===== src/rtl/signext_pipe_if.sv =====
// signext_pipe_if
//   Handshake bundle for the signext_pipe immediate generator.
//   Ports / signals:
//     in_valid, in_instr[31:0]  producer -> pipe, instruction offer
//     in_ready                  pipe -> producer, an entry slot is free
//     out_valid                 pipe -> consumer, head entry present
//     out_ready                 consumer -> pipe, head entry taken this cycle
//     out_imm[DATA_W-1:0]       extended immediate of the head entry
//     out_fmt[2:0]              head format: 0 D, 1 CB, 2 B, 3 I, 4 IW, 7 illegal
//     out_illegal               head entry had no decodable opcode
//   Modports: master = environment (decode stage / ALU mux), slave = signext_pipe.
//   Handshake: a transfer happens on a rising clock edge where valid and
//   ready are both high; valid must not depend combinationally on ready.
interface signext_pipe_if #(
    parameter int DATA_W = 64
);
    logic              in_valid;
    logic              in_ready;
    logic [31:0]       in_instr;
    logic              out_valid;
    logic              out_ready;
    logic [DATA_W-1:0] out_imm;
    logic [2:0]        out_fmt;
    logic              out_illegal;

    modport master (
        output in_valid, in_instr, out_ready,
        input  in_ready, out_valid, out_imm, out_fmt, out_illegal
    );

    modport slave (
        input  in_valid, in_instr, out_ready,
        output in_ready, out_valid, out_imm, out_fmt, out_illegal
    );
endinterface


===== src/rtl/signext_pipe.sv =====
// signext_pipe
//   Buffered LEGv8 immediate generator. Each accepted instruction word is
//   decoded (CB, D, I, B, IW or illegal), its immediate is extended to DATA_W,
//   and the result is queued in a DEPTH-entry FIFO for the ALU-operand mux.
//   Ports:
//     clk        rising-edge clock
//     reset_n    asynchronous active-low reset
//     flush      synchronous FIFO clear (e.g. branch mispredict)
//     bus        signext_pipe_if.slave: in_valid/in_ready/in_instr,
//                out_valid/out_ready/out_imm/out_fmt/out_illegal
//     ill_count  saturating count of accepted illegal instructions
//   Optional feature macro: SIGNEXT_PIPE_SCALE_EN -- when defined, B and CB
//   immediates are shifted left by 2 (byte offset) before sign extension.
module signext_pipe #(
    parameter int DATA_W = 64,
    parameter int DEPTH  = 2,
    parameter int CNT_W  = 8
) (
    input  logic             clk,
    input  logic             reset_n,
    input  logic             flush,
    signext_pipe_if.slave    bus,
    output logic [CNT_W-1:0] ill_count
);
    localparam int AW = $clog2(DEPTH);
    localparam logic [AW:0] FULL_CNT = (AW+1)'(DEPTH);

    localparam logic [2:0] FMT_D   = 3'd0;
    localparam logic [2:0] FMT_CB  = 3'd1;
    localparam logic [2:0] FMT_B   = 3'd2;
    localparam logic [2:0] FMT_I   = 3'd3;
    localparam logic [2:0] FMT_IW  = 3'd4;
    localparam logic [2:0] FMT_ILL = 3'd7;

    typedef struct packed {
        logic [DATA_W-1:0] imm;
        logic [2:0]        fmt;
        logic              ill;
    } entry_t;

    entry_t      mem [DEPTH];
    logic [AW:0] wr_ptr;
    logic [AW:0] rd_ptr;
    logic [AW:0] count;
    logic [AW:0] cnt_next;
    logic        in_ready_q;
    logic        out_valid_q;
    logic        push;
    logic        pop;

    // ---------------- decode ----------------
    logic [31:0] instr;
    logic [63:0] wide;
    logic [2:0]  dec_fmt;
    logic        dec_ill;
    logic [1:0]  hw;

    assign instr = bus.in_instr;
    assign hw    = instr[22:21];

    // Register numbers are not part of the immediate.
    logic unused_regs;
    assign unused_regs = ^instr[4:0];

    // Everything is built 64 bits wide, then truncated to DATA_W; the
    // narrowest legal DATA_W (32) still holds every sign bit of interest.
    always_comb begin
        wide    = '0;
        dec_fmt = FMT_ILL;
        dec_ill = 1'b1;
        if (instr[31:24] == 8'b10110100 || instr[31:24] == 8'b10110101 ||
            instr[31:24] == 8'b01010100) begin
            dec_fmt = FMT_CB;
            dec_ill = 1'b0;
`ifdef SIGNEXT_PIPE_SCALE_EN
            wide    = {{43{instr[23]}}, instr[23:5], 2'b00};
`else
            wide    = {{45{instr[23]}}, instr[23:5]};
`endif
        end else if (instr[31:21] == 11'b11111000010 ||
                     instr[31:21] == 11'b11111000000) begin
            dec_fmt = FMT_D;
            dec_ill = 1'b0;
            wide    = {{55{instr[20]}}, instr[20:12]};
        end else if (instr[31:22] == 10'b1001000100 || instr[31:22] == 10'b1101000100 ||
                     instr[31:22] == 10'b1011000100 || instr[31:22] == 10'b1111000100) begin
            dec_fmt = FMT_I;
            dec_ill = 1'b0;
            wide    = {52'd0, instr[21:10]};
        end else if (instr[31:26] == 6'b000101 || instr[31:26] == 6'b100101) begin
            dec_fmt = FMT_B;
            dec_ill = 1'b0;
`ifdef SIGNEXT_PIPE_SCALE_EN
            wide    = {{36{instr[25]}}, instr[25:0], 2'b00};
`else
            wide    = {{38{instr[25]}}, instr[25:0]};
`endif
        end else if (instr[31:23] == 9'b110100101) begin
            // A halfword placed beyond DATA_W cannot be represented.
            if ((int'(hw) * 16 + 16) <= DATA_W) begin
                dec_fmt = FMT_IW;
                dec_ill = 1'b0;
                wide    = {48'd0, instr[20:5]} << {hw, 4'b0000};
            end
        end
    end

    // ---------------- FIFO ----------------
    // Acceptance uses the registered in_ready, so a full FIFO refuses a
    // push even when the head is popped in the same cycle.
    assign push     = bus.in_valid && in_ready_q && !flush;
    assign pop      = out_valid_q && bus.out_ready;
    assign count    = wr_ptr - rd_ptr;
    assign cnt_next = count + (AW+1)'(push) - (AW+1)'(pop);

    always_ff @(posedge clk or negedge reset_n) begin
        if (!reset_n) begin
            wr_ptr      <= '0;
            rd_ptr      <= '0;
            in_ready_q  <= 1'b1;
            out_valid_q <= 1'b0;
            ill_count   <= '0;
            for (int i = 0; i < DEPTH; i++) begin
                mem[i] <= '0;
            end
        end else begin
            if (flush) begin
                wr_ptr      <= '0;
                rd_ptr      <= '0;
                in_ready_q  <= 1'b1;
                out_valid_q <= 1'b0;
            end else begin
                if (push) begin
                    mem[wr_ptr[AW-1:0]] <= '{imm: wide[DATA_W-1:0], fmt: dec_fmt, ill: dec_ill};
                    wr_ptr              <= wr_ptr + (AW+1)'(1);
                end
                if (pop) begin
                    rd_ptr <= rd_ptr + (AW+1)'(1);
                end
                in_ready_q  <= (cnt_next != FULL_CNT);
                out_valid_q <= (cnt_next != '0);
            end
            // push already excludes the flush cycle, so discarded words never count.
            if (push && dec_ill && ill_count != '1) begin
                ill_count <= ill_count + CNT_W'(1);
            end
        end
    end

    entry_t head;
    assign head = mem[rd_ptr[AW-1:0]];

    assign bus.in_ready    = in_ready_q;
    assign bus.out_valid   = out_valid_q;
    assign bus.out_imm     = head.imm;
    assign bus.out_fmt     = head.fmt;
    assign bus.out_illegal = head.ill;
endmodule

===== src/flat_wrapper.sv =====
// flat-port wrapper written by rule: the top's interface ports become plain ports
module signext_pipe_flat 
#(
    parameter int DATA_W = 64,
    parameter int DEPTH  = 2,
    parameter int CNT_W  = 8
)
  (clk, reset_n, flush, ill_count, bus_in_valid, bus_in_instr, bus_out_ready, bus_in_ready, bus_out_valid, bus_out_imm, bus_out_fmt, bus_out_illegal);
  signext_pipe_if #(.DATA_W(DATA_W)) bus_i ();
  input  logic clk;
  input  logic reset_n;
  input  logic flush;
  output logic [CNT_W-1:0] ill_count;
  input wire logic [$bits(bus_i.in_valid)-1:0] bus_in_valid;
  input wire logic [$bits(bus_i.in_instr)-1:0] bus_in_instr;
  input wire logic [$bits(bus_i.out_ready)-1:0] bus_out_ready;
  output wire logic [$bits(bus_i.in_ready)-1:0] bus_in_ready;
  output wire logic [$bits(bus_i.out_valid)-1:0] bus_out_valid;
  output wire logic [$bits(bus_i.out_imm)-1:0] bus_out_imm;
  output wire logic [$bits(bus_i.out_fmt)-1:0] bus_out_fmt;
  output wire logic [$bits(bus_i.out_illegal)-1:0] bus_out_illegal;
  assign bus_i.in_valid = bus_in_valid;
  assign bus_i.in_instr = bus_in_instr;
  assign bus_i.out_ready = bus_out_ready;
  assign bus_in_ready = bus_i.in_ready;
  assign bus_out_valid = bus_i.out_valid;
  assign bus_out_imm = bus_i.out_imm;
  assign bus_out_fmt = bus_i.out_fmt;
  assign bus_out_illegal = bus_i.out_illegal;
  signext_pipe #(.DATA_W(DATA_W), .DEPTH(DEPTH), .CNT_W(CNT_W)) u_core (.clk(clk), .reset_n(reset_n), .flush(flush), .bus(bus_i), .ill_count(ill_count));
endmodule

===== config.mk =====
export PLATFORM = sky130hd
export DESIGN_NAME = signext_pipe_flat
export DESIGN_NICKNAME = d
export VERILOG_FILES = /design/src/rtl/signext_pipe_if.sv /design/src/rtl/signext_pipe.sv /design/src/flat_wrapper.sv
export SDC_FILE = /design/constraint.sdc
export NUM_CORES = 1
export LEC_CHECK = 0
export CORE_ASPECT_RATIO = 1.75
export CORE_UTILIZATION = 36
export CTS_CLUSTER_DIAMETER = 60
export CTS_CLUSTER_SIZE = 30
export DETAILED_ROUTE_END_ITERATION = 8
export DONT_BUFFER_PORTS = 1
export PLACE_DENSITY = 0.49
export SLEW_MARGIN = 15
export SYNTH_ARGS = -nofsm -noshare
export SYNTH_HDL_FRONTEND = slang
export SYNTH_SLANG_ARGS = --single-unit
export TNS_END_PERCENT = 30

===== constraint.sdc =====
create_clock -name clk -period 2.2 [get_ports clk]
set_input_delay 0.11 -clock clk [delete_from_list [all_inputs] [get_ports clk]]
set_output_delay 0.11 -clock clk [all_outputs]
set_load 0.05 [all_outputs]

==> results.txt <==
----------------------------------------------------
[Run status]
  Outcome ... complete, but fails checks
  Violated checks ... hold timing

[Routing]
  Via count ... 5695
  DR vias/cell ... 5.61
  Number of nets still failing antenna checks after routing ... 0
  Routed WL per cell ... 22.3 µm
  Detailed router's first-iteration violation count ... 296
  Detailed-routing iteration count for the pre-antenna-repair pass ... 5
  Drt total wl ... 22600 µm
  Number of remaining DRC errors ... 0

[Placed design]
  DP HPWL ... 14100 µm
  Port buffer count ... 0
  Worst setup slack before clock tree synthesis ... 0.118 ns
  Placer congestion estimate ... 0.841

[Clock tree]
  CTS Buf Count ... 17
  Cts hold-fix bufs ... 23
  Longest Clk Path Bufs ... 2
  Register clock-pin slew on the reported worst setup and hold paths ... 0.07 ns
  CTS root buf ... clkbuf_16
  Clock network latency to the later pin of the worst-skew pair ... 0.43 ns
  Number of sinks handled by clock tree synthesis ... 150
  CTS tree ... done
  CTS H-Tree Depth ... 4

[Worst setup path]
  Series of cell instances along the critical path ... nand2_2, nor2_2, inv_2, fa_1, inv_1, ha_1, xor2_1, xnor2_1, nor2_1, nor2_1
  Arrival time at the worst endpoint ... 2.41 ns
  Kind of start point of the critical path ... register
  Critical R2R Launch ... u_core.bus.in_ready
  Largest delay contributor family on the critical path ... adder cells
  Crit-path most repeated cell ... nor2_1
  End of the worst register-to-register path ... u_core.bus.out_valid
  Highest-delay cell along the critical path ... dfstp_2
  Slowest Stage Delay on Critical Path ... 0.54 ns
  Worst reg-to-reg setup slack ... 0.14 ns
  Critical Setup Path Class ... reg2reg
  R2r worst-path depth ... 10
  Buffers & Inverters on Critical Path ... 2
  Largest fanout of any net on the critical path ... 3
  Type of element capturing the critical path ... register
  Worst Path Required ... 2.56 ns

[Floorplan]
  Area inside the core boundary ... 19700 µm²
  Initial Util ... 36.6%
  Number of placement rows ... 68
  Die width ... 109 µm
  Number of top-level design ports ... 115
  Area of the die ... 20600 µm²
  Die H ... 189 µm

[Logic synthesis]
  Area contributors post-synth ... dfrtp_1 (52%), mux2_2 (11%), nand2_1 (5.6%)
  Commonest cells in the netlist ... dfrtp_1 (149), nand2_1 (108), nor2_1 (86), a21oi_1 (69), mux2_2 (68)
  Total number of yosys warnings ... 0
  Mapped cell area ... 7200 µm²
  Sequential area share after synthesis ... 52.2%
  Dominant register cell in the synthesized netlist ... dfrtp_1
  Largest area contributor in the netlist ... dfrtp_1
  Syn Inst Count ... 732
  Number of enable-type register cells in the synthesized netlist ... 0
  Area fraction of the dominant cell type after synthesis ... 51.8%
  Most used standard cell by instance count after synthesis ... dfrtp_1
  Number of different library cells in the post-synthesis netlist ... 52
  Async set or reset register ratio after synthesis ... 100%
  Syn_nets ... 772
  Post-synthesis average cell area ... 9.84 µm²
  Register bit total from synthesis ... 150

[Timing]
  Least-Margin Pin Slew ... 0.638 ns
  Worst hold slack after final layout ... -0.628 ns
  Slew headroom ... 57.2%
  # setup viols final ... 0
  Clock skew after layout ... 0.0111 ns
  Slew Limit Fails ... 0
  Final total negative setup slack ... 0 ns
  Unrepaired setup endpoints after global routing ... false
  Final period demand of the worst path ... 2.06 ns
  Highest attainable clock frequency ... 0.486 GHz
  Worst setup margin ... 0.141 ns
  Final critical-path share of the clock period ... 93.6%
  Final Hold Vio Count ... 150

[Final layout]
  Layout Nets ... 796
  Register cell area after layout ... 3760 µm²
  Fillers ... 1901
  Multi-input logic area ... 3230 µm²
  Synth-to-Final Area Change ... 17.3%
  Final standard cell utilization of the core ... 43.0%
  Fraction of layout cells with a size suffix above 1 ... 19.9%

[Power and ir drop]
  Leakage power total ... 0.00355 µW
  Power consumption ... 11600 µW
  Pwr Density ... 1370 nW/µm²
  VDD IR max ... 0.834 mV

[Job]
  Max-cap violation count ... 0

[GRT]
  Wire length of the first global-routing pass ... 34300 µm
  Tot GR Track Use ... 22.9%
  Vias in the first global route ... 5794
  GRT Residual Overflow ... 0
  Largest net degree at the start of global routing ... 151
  Number of antenna violations at the first check in global routing ... 0

[Worst hold path]
  Worst min-delay path category ... in2async

----------------------------------------------------
through the flow:
| step | cells | area, µm² |
|---|---|---|
| global route | 1014 | 8440 |
| detailed placement | 959 | 7620 |
| finish | 1015 | 8440 |
| CTS | 1014 | 8440 |
| floorplan | 732 | 7200 |
| global placement | 959 | 7620 |
layer usage:
layer	up-vias	wire (µm)	track usage, %
met2	163	11800	39.5
met5	-	0	0
met1	2847	8930	26.3
met3	33	1160	5.68
li1	2652	-	-
met4	0	708	10.4
worst register-to-register path, cell delays in order, from the launching register on:
cell and delay, ns:
dfstp_2 0.54, nand2_2 0.07, nor2_2 0.11, inv_2 0.07, fa_1 0.48, inv_1 0.04
ha_1 0.17, xor2_1 0.15, xnor2_1 0.21, nor2_1 0.06, nor2_1 0.08
cell usage in the layout (no fill, tap or decap), types with 4 or more instances in the layout:
| cell | n |
|---|---|
| inv_6 | 5 |
| a221o_1 | 5 |
| and2_1 | 4 |
| nand3_1 | 8 |
| mux2_2 | 68 |
| a21oi_1 | 69 |
| dlygate4sd3_1 | 23 |
| a211oi_1 | 6 |
| inv_1 | 5 |
| clkbuf_16 | 17 |
| o21ai_0 | 44 |
| inv_8 | 5 |
| dfrtp_1 | 148 |
| a22o_1 | 9 |
| o21ai_1 | 25 |
| o211ai_1 | 4 |
| a221oi_1 | 7 |
| buf_12 | 5 |
| xor2_1 | 11 |
| nor2_1 | 83 |
| or2_2 | 4 |
| buf_4 | 27 |
| nand2_1 | 106 |
| a31oi_1 | 24 |
flip-flops by register name (all words and copies together) (netlist names):
signal / count
u_core.ill_count: 8
u_core.bus.in_ready: 1
u_core.rd_ptr: 2
u_core.bus.out_valid: 1
u_core.mem: 136
u_core.wr_ptr: 2
cell type report:
cell class / count / share of cell area (%)
well taps: 245 / 3.63
diodes: 1 / 0.0296
multi-input cells: 526 / 38.3
flip-flops and latches: 150 / 44.5
inverters: 6 / 0.267
clock buffers: 18 / 5.20
repair buffers: 55 / 6.31
clock inverters: 14 / 1.78
repair_timing:
action                                  in CTS  in global routing
endpoints found under the setup margin       0                  1
endpoints found under the hold margin      284                150
gates resized for setup                      0                  1
buffers inserted                             0                  0
how the worst max path moves through the flow:
stage	start	to	slack, ns	cells after the start
floorplan	u_core.bus.in_ready	u_core.bus.out_valid	0.003	10
global placement	u_core.bus.in_ready	u_core.bus.out_valid	0.18	10
detailed placement	u_core.bus.in_ready	u_core.bus.out_valid	0.12	10
CTS	u_core.bus.in_ready	u_core.bus.out_valid	0.1	10
global route	u_core.bus.in_ready	u_core.bus.out_valid	0.003	10
finish	u_core.bus.in_ready	u_core.bus.out_valid	0.14	10
cell families after synthesis:
kind of cell / share of synthesized area (%)
simple gates: 14.8
compound gates: 16.7
flops: 52.2
mux: 10.8
buf+inv: 3.22
xor+xnor: 1.70
fa+ha+maj: 0.626
power breakdown:
part	total (µW)	switching [µW]	internal, µW
Clock	2880	1330	1550
Sequential	4110	460	3650
Combinational	4610	3370	1240
Total	11600	5160	6430
(Power assumes the default switching activity.)
